File: src/rtl/rv32_fetch_unit_pkg.sv
// Shared types for the RV32 instruction fetch path: instruction word,
// fetch FSM encoding and the default boot address.
package rv32_types;

  localparam logic [31:0] RESET_PC_DEFAULT = 32'h0000_0000;

  typedef logic [31:0] instr_t;

  typedef enum logic [1:0] {
    ST_FETCH = 2'd0,
    ST_WAIT  = 2'd1,
    ST_DRAIN = 2'd2
  } fetch_state_t;

  function automatic logic [31:0] word_align(input logic [31:0] pc);
    return pc & 32'hFFFF_FFFC;
  endfunction

endpackage

File: src/rtl/rv32_fetch_fifo.sv
// Small circular buffer of {pc, instruction} pairs between memory and decode.
// Clear wins over push/pop; push into a full buffer is accepted only alongside a pop.
module rv32_fetch_fifo #(
  parameter int DEPTH = 2,
  localparam int AW = $clog2(DEPTH),
  localparam int CW = $clog2(DEPTH + 1)
) (
  input  logic          clk,
  input  logic          rst,
  input  logic          i_push,
  input  logic [31:0]   i_push_pc,
  input  logic [31:0]   i_push_instr,
  input  logic          i_pop,
  input  logic          i_clear,
  output logic          o_full,
  output logic          o_empty,
  output logic [CW-1:0] o_count,
  output logic [31:0]   o_head_pc,
  output logic [31:0]   o_head_instr
);

  logic [31:0]   r_pc    [DEPTH];
  logic [31:0]   r_instr [DEPTH];
  logic [AW-1:0] r_wr;
  logic [AW-1:0] r_rd;
  logic [CW-1:0] r_count;
  logic          w_do_push;
  logic          w_do_pop;

  assign o_full    = (r_count == CW'(DEPTH));
  assign o_empty   = (r_count == '0);
  assign o_count   = r_count;
  assign w_do_pop  = i_pop && !o_empty;
  assign w_do_push = i_push && (!o_full || w_do_pop);

  always_ff @(posedge clk or posedge rst) begin
    if (rst) begin
      r_wr    <= '0;
      r_rd    <= '0;
      r_count <= '0;
      for (int i = 0; i < DEPTH; i++) begin
        r_pc[i]    <= '0;
        r_instr[i] <= '0;
      end
    end else if (i_clear) begin
      r_wr    <= '0;
      r_rd    <= '0;
      r_count <= '0;
    end else begin
      if (w_do_push) begin
        r_pc[r_wr]    <= i_push_pc;
        r_instr[r_wr] <= i_push_instr;
        r_wr          <= r_wr + 1'b1;
      end
      if (w_do_pop) r_rd <= r_rd + 1'b1;
      r_count <= r_count + CW'(w_do_push) - CW'(w_do_pop);
    end
  end

  // Head reads as zero when empty so decode never sees a stale word.
  assign o_head_pc    = o_empty ? '0 : r_pc[r_rd];
  assign o_head_instr = o_empty ? '0 : r_instr[r_rd];

endmodule

File: src/rtl/rv32_fetch_unit.sv
// RV32 fetch unit: single-outstanding instruction memory requests feeding a
// small buffer towards decode, with redirect (flush + restart) support.
module rv32_fetch_unit
  import rv32_types::*;
#(
  parameter logic [31:0] RESET_PC   = RESET_PC_DEFAULT,
  parameter int          FIFO_DEPTH = 2
) (
  input  logic        clk,
  input  logic        rst,
  output logic        imem_req_valid,
  input  logic        imem_req_ready,
  output logic [31:0] imem_req_addr,
  input  logic        imem_rsp_valid,
  input  logic [31:0] imem_rsp_data,
  input  logic        redirect_valid,
  input  logic [31:0] redirect_pc,
  output logic        out_valid,
  input  logic        out_ready,
  output logic [31:0] out_instr,
  output logic [31:0] out_pc,
  output logic [1:0]  dbg_state
);

  localparam int CW = $clog2(FIFO_DEPTH + 1);

  // Handshakes: a transfer happens on a rising edge where valid && ready; a
  // raised imem_req_valid keeps its address until accepted or redirected.
  fetch_state_t  r_state;
  fetch_state_t  w_next_state;
  logic [31:0]   r_fetch_pc;
  logic [31:0]   r_pend_pc;
  logic          r_req_valid;
  logic          w_req_fire;
  logic          w_push;
  logic          w_pop;
  logic          w_clear;
  logic          w_fifo_full;
  logic          w_fifo_empty;
  logic [CW-1:0] w_count;
  logic [CW-1:0] w_next_count;
  instr_t        w_head_instr;
  logic [31:0]   w_head_pc;

  assign w_req_fire = r_req_valid && imem_req_ready;

  always_ff @(posedge clk or posedge rst) begin
    if (rst) r_state <= ST_FETCH;
    else     r_state <= w_next_state;
  end

  always_comb begin
    w_next_state = r_state;
    case (r_state)
      ST_FETCH: begin
        if (redirect_valid)  w_next_state = w_req_fire ? ST_DRAIN : ST_FETCH;
        else if (w_req_fire) w_next_state = ST_WAIT;
      end
      ST_WAIT: begin
        if (imem_rsp_valid)      w_next_state = ST_FETCH;
        else if (redirect_valid) w_next_state = ST_DRAIN;
      end
      ST_DRAIN: begin
        if (imem_rsp_valid) w_next_state = ST_FETCH;
      end
      default: w_next_state = ST_FETCH;
    endcase
  end

  always_comb begin
    w_push       = (r_state == ST_WAIT) && imem_rsp_valid && !redirect_valid;
    w_pop        = !w_fifo_empty && out_ready;
    w_clear      = redirect_valid;
    w_next_count = '0;
    if (!w_clear)
      w_next_count = w_count + CW'(w_push && (!w_fifo_full || w_pop)) - CW'(w_pop);
  end

  // Request valid is precomputed so it is a pure register at the port.
  always_ff @(posedge clk or posedge rst) begin
    if (rst) begin
      r_fetch_pc  <= RESET_PC;
      r_pend_pc   <= '0;
      r_req_valid <= 1'b0;
    end else begin
      r_req_valid <= (w_next_state == ST_FETCH) && (w_next_count < CW'(FIFO_DEPTH));
      if (w_req_fire) r_pend_pc <= r_fetch_pc;
      if (redirect_valid)  r_fetch_pc <= word_align(redirect_pc);
      else if (w_req_fire) r_fetch_pc <= r_fetch_pc + 32'd4;
    end
  end

  rv32_fetch_fifo #(.DEPTH(FIFO_DEPTH)) u_fifo (
    .clk          (clk),
    .rst          (rst),
    .i_push       (w_push),
    .i_push_pc    (r_pend_pc),
    .i_push_instr (imem_rsp_data),
    .i_pop        (w_pop),
    .i_clear      (w_clear),
    .o_full       (w_fifo_full),
    .o_empty      (w_fifo_empty),
    .o_count      (w_count),
    .o_head_pc    (w_head_pc),
    .o_head_instr (w_head_instr)
  );

  assign imem_req_valid = r_req_valid;
  assign imem_req_addr  = r_fetch_pc;
  assign out_valid      = !w_fifo_empty;
  assign out_instr      = w_head_instr;
  assign out_pc         = w_head_pc;
  assign dbg_state      = r_state;

endmodule

File: config.mk
export PLATFORM = sky130hd
export DESIGN_NAME = rv32_fetch_unit
export DESIGN_NICKNAME = d
export VERILOG_FILES = /design/src/rtl/rv32_fetch_unit_pkg.sv /design/src/rtl/rv32_fetch_fifo.sv /design/src/rtl/rv32_fetch_unit.sv
export SDC_FILE = /design/constraint.sdc
export NUM_CORES = 1
export LEC_CHECK = 0
export BUFFER_PORTS_ARGS = -buffer_cell sky130_fd_sc_hd__buf_2
export CAP_MARGIN = 25
export CORE_MARGIN = 4
export CORE_UTILIZATION = 30
export DETAILED_ROUTE_END_ITERATION = 10
export PLACE_DENSITY_LB_ADDON = 0.25
export SLEW_MARGIN = 10
export SYNTH_ARGS = -nofsm -noshare
export SYNTH_HDL_FRONTEND = slang
export SYNTH_SLANG_ARGS = --single-unit
File: constraint.sdc
create_clock -name clk -period 6.3 [get_ports clk]
set_input_delay 1.26 -clock clk [delete_from_list [all_inputs] [get_ports clk]]
set_output_delay 1.26 -clock clk [all_outputs]
set_load 0.01 [all_outputs]
==> impl_metrics.toml, run 1 <==
[status]
outcome = "completed"

[sta]
worst_pin_slew_ps = 909
fin_skew_ps = 10.9
rsz0062_at_grt = "false"
slew_headroom = 0.389
finalHoldViolCount = 0
fin_setup_tns_ps = 0
final-max-slew-violation-count = 0
finalSetupViolCount = 0
period_needed_ps = 3680
timing.fmax_ghz = 0.272
finalCritPeriodShare = 0.584

[yosys]
ys_types = 32
ys_warn_count = 0
synth-seq-cells = 191
ys_seq_area_frac = 0.554
synthesis.area_sq_um = 8620
synth.avg_cell_area_sq_um = 12.4
synthCells = 693

[worst_hold_path]
hp-class = "flop to flop"
min_to = "u_fifo.r_pc[40]"
hold_depth = 1
min_from = "u_fifo.r_pc[40]"

[clock_network]
clock_latency_ps = 430
cts_tree = "yes"
clk_pin_slew_worst_paths_ps = 70
clock_sinks = 191
cts_hold_buf = 0
cts_setup_buffers = 0
clk_path_buf_depth = 2
h-tree-depth = 4
post_cts_resized = 0
cts_buffers = 17
clock-root-buffer = "clkbuf_16"

[cells_and_area]
fin_cells = 1240
final_cell_mix = "190 x dfrtp_1, 163 x buf_2, 154 x mux2_2"
antennaDiodeCount = 0
drive_above_1_share = 0.428
final_common_cell = "dfrtp_1"
nets = 922
regArea_sq_um = 4780
post-route-util = 0.372
nFillCells = 2868
area_growth_pct = 21.2
multi_input_area_sq_um = 3670

[worst_setup_path]
worstSetupPathType = "flop to output port"
cp_max_fo = 35
cp.depth = 4
reg2regPathDepth = 5
end_kind = "output port"
slowest_stage = "dfrtp_4"
crit_start = "u_fifo.r_rd"
r2r_start = "u_fifo.o_count[0]"
cp-start-kind = "flop"
cp_cell_sequence = "buf_4, mux2i_1, nor2_1, buf_2"
crit_buf_inv = 2
cp_top_family = "flip-flops"
critPathMaxStageDelay_ps = 810
r2r_end = "u_fifo.r_instr[13]"
cp.arrival_ps = 2420
cp.required_ps = 5040
rrSetupSlack_ps = 3650

[global_routing]
grt_util_all_layers = 0.136
grt_overflow = 0
grt_pass1_wl_um = 33400
grt_max_degree = 102
antenna_found_initial = 3
first_global_vias = 5828

[detailed_routing]
wl_um = 20900
dr.pass1.iters = 4
avgViaCountPerCell = 4.61
drtAntennaViolNets = 0
routedWlPerCell_um = 16.9
via_count = 5717
drtIter0Drc = 270
drc_errors = 0

[power_and_ir_drop]
peakVddDrop_uv = 137
total_power_mw = 4.07
pwr_density_cell_nw_per_um2 = 389
p_leak_nw = 4.93

[die]
rows = 61
initial_core_util = 0.307
io_pins = 170
dieArea_sq_um = 31500
dieHeight_um = 178
coreArea_sq_um = 28100
fp.dieW_um = 178

[run]
maxCapViolCount = 0

[place]
dp.cells = 1208
numPortBuffers = 163
gp_congestion = 0.711
hpwl_um = 13700
stage by stage:
| stage | area [sq um] | hold slack, ps | worst slack (ps) |
|---|---|---|---|
| floorplan | 8640 | 459 | 2580 |
| global placement | 9880 | 487 | 2670 |
| detailed placement | 9880 | 493 | 2650 |
| CTS | 10500 | 510 | 2540 |
| global route | 10500 | 516 | 2440 |
| finish | 10500 | 506 | 2620 |
sequential cells by signal, summed over array words and instances (netlist names):
register        cells
dbg_state           2
imem_req_addr      30
imem_req_valid      1
r_pend_pc          30
u_fifo.o_count      2
u_fifo.r_instr     64
u_fifo.r_pc        60
u_fifo.r_rd         1
u_fifo.r_wr         1
cell usage after synthesis:
cell	number	area, sq um
or4_1	1	7.51
xor2_1	18	158
and4_1	2	17.5
or4_4	1	11.3
nor4_2	2	25.0
mux2i_1	63	631
o21ai_0	27	135
nand3_1	14	70.1
buf_2	12	60.1
nand4_1	11	68.8
nor2b_1	1	6.26
nand4bb_1	1	11.3
ha_1	3	37.5
xnor2_1	15	131
nand4_2	1	12.5
and2_1	2	12.5
nor2_1	77	289
nor4_1	2	12.5
a21o_1	2	15.0
buf_1	6	22.5
nand2_1	41	154
conb_1	1	3.75
clkbuf_1	18	67.6
and3_1	5	31.3
nor3b_1	2	15.0
nor3_1	4	20.0
o21ai_1	3	15.0
inv_1	8	30.0
dfrtp_1	191	4780
nor3_2	1	10.0
buf_4	4	30.0
mux2_2	154	1730
where the power goes:
group / switching, mW / total (mW) / leakage [nW] / internal [mW]
registers: 0.263 / 1.86 / 2.46 / 1.60
clock network: 0.506 / 1.06 / 0.279 / 0.550
logic: 0.563 / 1.15 / 2.19 / 0.591
total: 1.33 / 4.07 / 4.93 / 2.74
how the worst max path moves through the flow:
stage	slack, ps	endpoint
2_1_floorplan	2580	dbg_state[0]
3_3_place_gp	2670	u_fifo.r_instr[26]
3_5_place_dp	2650	u_fifo.r_pc[6]
4_1_cts	2540	out_pc[9]
5_1_grt	2440	out_pc[8]
6_report	2620	out_pc[9]
final cells by class:
| cell class | instances | area share |
|---|---|---|
| tap | 378 | 0.0453 |
| multi-input combinational | 457 | 0.351 |
| clock buffer | 21 | 0.0450 |
| sequential | 191 | 0.458 |
| inverter | 8 | 0.00323 |
| timing repair buffer | 174 | 0.0884 |
| clock inverter | 11 | 0.00922 |
worst reg2reg max path: stages (launching register included):
cell	delay, ps
dfrtp_1	420
nor3b_1	520
nor2_1	200
nand2_4	440
buf_4	530
mux2_2	410
cells by family (layout without fill, tap and decap cells):
group                    after synthesis  in the layout  share of synthesized area
AO/OA/AOI/OAI                         32             32                     0.0191
XOR/XNOR                              33             33                     0.0335
adder cells (fa/ha/maj)                3              3                    0.00435
buffers and inverters                 48            214                     0.0244
flip-flops                           191            191                      0.554
multiplexers                         217            217                      0.274
other                                  1              4                   0.000435
AND/OR/NAND/NOR                      168            168                     0.0898
layer usage:
layer / vias to the layer above / part of all wire / GRT usage
met5: - / 0.0017 / 0
met4: 6 / 0.0096 / 0.0338
met3: 21 / 0.060 / 0.0381
li1: 2717 / - / -
met1: 2835 / 0.47 / 0.185
met2: 138 / 0.46 / 0.217
Note: power is estimated with default switching activity, not from simulation.
==> run 2: changes to the inputs <==
- clock period: 6.3 -> 3.1 ns (I/O delays scaled with it)
==> impl_metrics.toml, run 2 (synthesis gave the netlist of run 1 again) <==
[status]
outcome = "completed"

[die]
dieArea_sq_um = 31500
initial_core_util = 0.307
rows = 61
io_pins = 170
coreArea_sq_um = 28100
fp.dieW_um = 178
dieHeight_um = 178

[global_routing]
first_global_vias = 5932
grt_overflow = 0
grt_pass1_wl_um = 33500
antenna_found_initial = 1
grt_max_degree = 68
grt_util_all_layers = 0.137

[power_and_ir_drop]
pwr-share-seq = 0.453
internal-power_mw = 5.64
p_leak_nw = 4.98
peakVddDrop_uv = 344
p_comb_frac = 0.289
pwr_density_cell_nw_per_um2 = 788
total_power_mw = 8.33
switching_power_mw = 2.69
swShare = 0.323
p_clk_frac = 0.258

[sta]
rsz0062_at_grt = "false"
finalHoldViolCount = 0
period_needed_ps = 2640
slew_headroom = 0.582
fin_setup_tns_ps = 0
finalCritPeriodShare = 0.852
finalSetupViolCount = 0
fin_skew_ps = 15.7
worst_pin_slew_ps = 627
final-max-slew-violation-count = 0
timing.fmax_ghz = 0.379

[worst_setup_path]
worstSetupPathType = "flop to output port"
crit_start = "u_fifo.r_rd"
cp-start-kind = "flop"
cp.required_ps = 2480
cp.arrival_ps = 2020
r2r_start = "imem_req_addr[2]"
cp_max_fo = 31
end_kind = "output port"

[clock_network]
cts_setup_buffers = 0
clk_pin_slew_worst_paths_ps = 70
cts_hold_buf = 0
clock-root-buffer = "clkbuf_16"
clock_sinks = 191
clock_latency_ps = 430
cts_buffers = 17
h-tree-depth = 4
cts_tree = "yes"
clk_path_buf_depth = 2
post_cts_resized = 0

[detailed_routing]
drtIter0Drc = 266
drc_errors = 0
drtAntennaViolNets = 0
dr.pass1.iters = 4
wl_um = 20900
avgViaCountPerCell = 4.57
routedWlPerCell_um = 16.7
via_count = 5704

[cells_and_area]
nets = 930
final_common_cell = "dfrtp_1"
reg_top3 = "u_fifo.r_instr x64, u_fifo.r_pc x60"
nFillCells = 2827
area_growth_pct = 22.5
drive_above_1_share = 0.432
largest_register = "u_fifo.r_instr"
antennaDiodeCount = 0
finalInstanceArea_sq_um = 10600
largest_reg_flops = 64
final_cell_mix = "190 x dfrtp_1, 163 x buf_2, 154 x mux2_2"

[place]
numPortBuffers = 163
gp_congestion = 0.736
hpwl_um = 14100
placed_area_sq_um = 9990

[worst_hold_path]
hp-class = "input port to async pin"

[run]
maxCapViolCount = 0
-- run 2: changes by cell type in the layout (fill, tap and decap cells not counted) --
cell / change
buf_4: +4
bufinv_16: +1
clkbuf_1: +1
buf_12: +4
clkbuf_8: -2
inv_6: -1
clkinv_4: +1
-- run 2: final timing paths --
| kind | cells past startpoint | endpoint | slack (ps) |
|---|---|---|---|
| worst max-delay path | 4 | out_instr[6] | 460 |
| worst min-delay path | 2 | imem_req_addr[20] | 190 |
| worst max register to register | 6 | imem_req_addr[22] | 790 |
| worst min register to register | 1 | u_fifo.r_pc[8] | 500 |
| max in group asynchronous | 3 | r_pend_pc[2] | 2220 |
| min in group clk | 3 | imem_req_addr[14] | 390 |
-- run 2: through the flow --
step	hold WS, ps	setup WS (ps)	utilization	std cells
floorplan	459	17.6	-	696
global placement	482	668	0.356	1216
detailed placement	493	657	0.356	1216
CTS	179	401	0.376	1248
global route	188	351	0.376	1248
finish	194	458	0.376	1248
-- run 2: layout make-up --
class                      instances  area, sq um  area share
clock buffer                      20          447      0.0423
clock inverter                    12          126      0.0120
inverter                           8         33.8     0.00320
multi-input combinational        457         3670       0.347
sequential                       191         4780       0.453
tap                              378          473      0.0448
timing repair buffer             182         1030      0.0978
-- run 2: worst max-delay path, stage by stage (launching register included) --
cell	delay, ps
dfrtp_4	780
buf_12	320
mux2i_1	240
nor2_1	70
buf_2	160
-- run 2: layer usage --
metal	vias up	track usage	wire, um
li1	2722	-	-
met1	2838	0.185	9750
met2	127	0.221	9740
met3	15	0.0352	1140
met4	2	0.0325	219
met5	-	0	20
-- run 2: power groups by stage --
stage / Clock (mW) / Combinational [mW] / Sequential [mW]
final: 2.15 / 2.40 / 3.78
after CTS: 2.24 / 2.48 / 3.78
after global placement: 0 / 2.44 / 3.81
after floorplan: 0 / 1.77 / 3.64
after detailed placement: 0 / 2.48 / 3.84
after global routing: 2.34 / 2.69 / 3.89
==> run 3: changes to the inputs <==
- CTS_BUF_LIST: unset -> sky130_fd_sc_hd__clkbuf_8 sky130_fd_sc_hd__clkbuf_16
==> impl_metrics.toml, run 3 (synthesis gave the netlist of run 1 again) <==
[die]
dieArea_sq_um = 31500
dieHeight_um = 178
rows = 61
coreArea_sq_um = 28100
io_pins = 170
initial_core_util = 0.307
fp.dieW_um = 178

[sta]
finalCritPeriodShare = 0.853
fin_skew_ps = 17.1
slew_headroom = 0.584
final-max-slew-violation-count = 0
finalHoldViolCount = 0
period_needed_ps = 2640
fin_setup_tns_ps = 0
worst_pin_slew_ps = 624
timing.fmax_ghz = 0.378
finalSetupViolCount = 0
rsz0062_at_grt = "false"

[place]
numPortBuffers = 163
gp_congestion = 0.736
hpwl_um = 14100
dp.cells = 1216

[detailed_routing]
routedWlPerCell_um = 16.7
dr.pass1.iters = 4
wl_um = 20900
drtIter0Drc = 271
avgViaCountPerCell = 4.58
via_count = 5716
drc_errors = 0
drtAntennaViolNets = 0

[global_routing]
antenna_found_initial = 1
grt_pass1_wl_um = 33500
grt_overflow = 0
first_global_vias = 5932
grt_util_all_layers = 0.137
grt_max_degree = 68

[cells_and_area]
fin_cells = 1248
final_cell_mix = "190 x dfrtp_1, 163 x buf_2, 154 x mux2_2"
nets = 930
largest_reg_flops = 64
reg_top3 = "u_fifo.r_instr x64, u_fifo.r_pc x60"
area_growth_pct = 22.5
drive_above_1_share = 0.432
antennaDiodeCount = 0
final_common_cell = "dfrtp_1"
largest_register = "u_fifo.r_instr"

[worst_setup_path]
rrSetupSlack_ps = 790
end_kind = "output port"
cp_max_fo = 31
cp-start-kind = "flop"
worstSetupPathType = "flop to output port"
cp.required_ps = 2480
cp.arrival_ps = 2020

[power_and_ir_drop]
pwr_density_cell_nw_per_um2 = 788
p_leak_nw = 4.99
peakVddDrop_uv = 345
total_power_mw = 8.33

[clock_network]
cts_setup_buffers = 0
cts_tree = "yes"
h-tree-depth = 4
cts_hold_buf = 0
clock_sinks = 191
clk_pin_slew_worst_paths_ps = 70
clock_latency_ps = 430
post_cts_resized = 0
clock-root-buffer = "clkbuf_16"
cts_buffers = 17
clk_path_buf_depth = 2

[run]
maxCapViolCount = 0

[status]
outcome = "completed"

[worst_hold_path]
hp-class = "input port to async pin"
-- run 3: cell types whose count changed in the layout (fill, tap and decap cells not counted) --
cell      previous run  this run
clkbuf_1             2         0
inv_1                7         9
-- run 3: critical path: stages, from the launching register on --
cell and delay [ps]:
dfrtp_4 780, buf_12 320, mux2i_1 240, nor2_1 70, buf_2 160
-- run 3: worst paths after layout --
path | startpoint | end | depth (start not counted)
worst max-delay path | u_fifo.r_rd | out_instr[6] | 4
worst min-delay path | rst | imem_req_addr[20] | 2
worst max register to register | imem_req_addr[2] | imem_req_addr[22] | 6
worst min register to register | u_fifo.r_pc[8] | u_fifo.r_pc[8] | 1
max in group asynchronous | rst | r_pend_pc[2] | 3
min in group clk | redirect_pc[14] | imem_req_addr[14] | 3
-- run 3: stage by stage --
stage	instance area, sq um	util	setup WS [ps]	hold WS, ps
6_report	10600	0.376	456	196
5_1_grt	10600	0.376	351	188
4_1_cts	10600	0.376	401	179
3_5_place_dp	9990	0.356	657	493
3_3_place_gp	9990	0.356	668	482
2_1_floorplan	8640	-	17.6	459
-- run 3: power breakdown --
group          switching, mW  internal [mW]  total (mW)
Clock                  0.999           1.15        2.15
Sequential             0.531           3.25        3.78
Combinational           1.17           1.24        2.41
-- run 3: area by class of cell --
class / instances / area (sq um)
Tap cell: 378 / 473
Inverter: 8 / 33.8
Clock buffer: 18 / 439
Fill cell: 2827 / 17500
Sequential cell: 191 / 4780
Multi-Input combinational cell: 457 / 3670
Clock inverter: 14 / 134
Timing Repair Buffer: 182 / 1030
-- run 3: routing by layer --
metal | wire, um | global-route usage
met5 | 20 | 0
met4 | 221 | 0.0325
met3 | 1150 | 0.0352
met2 | 9720 | 0.221
met1 | 9770 | 0.185
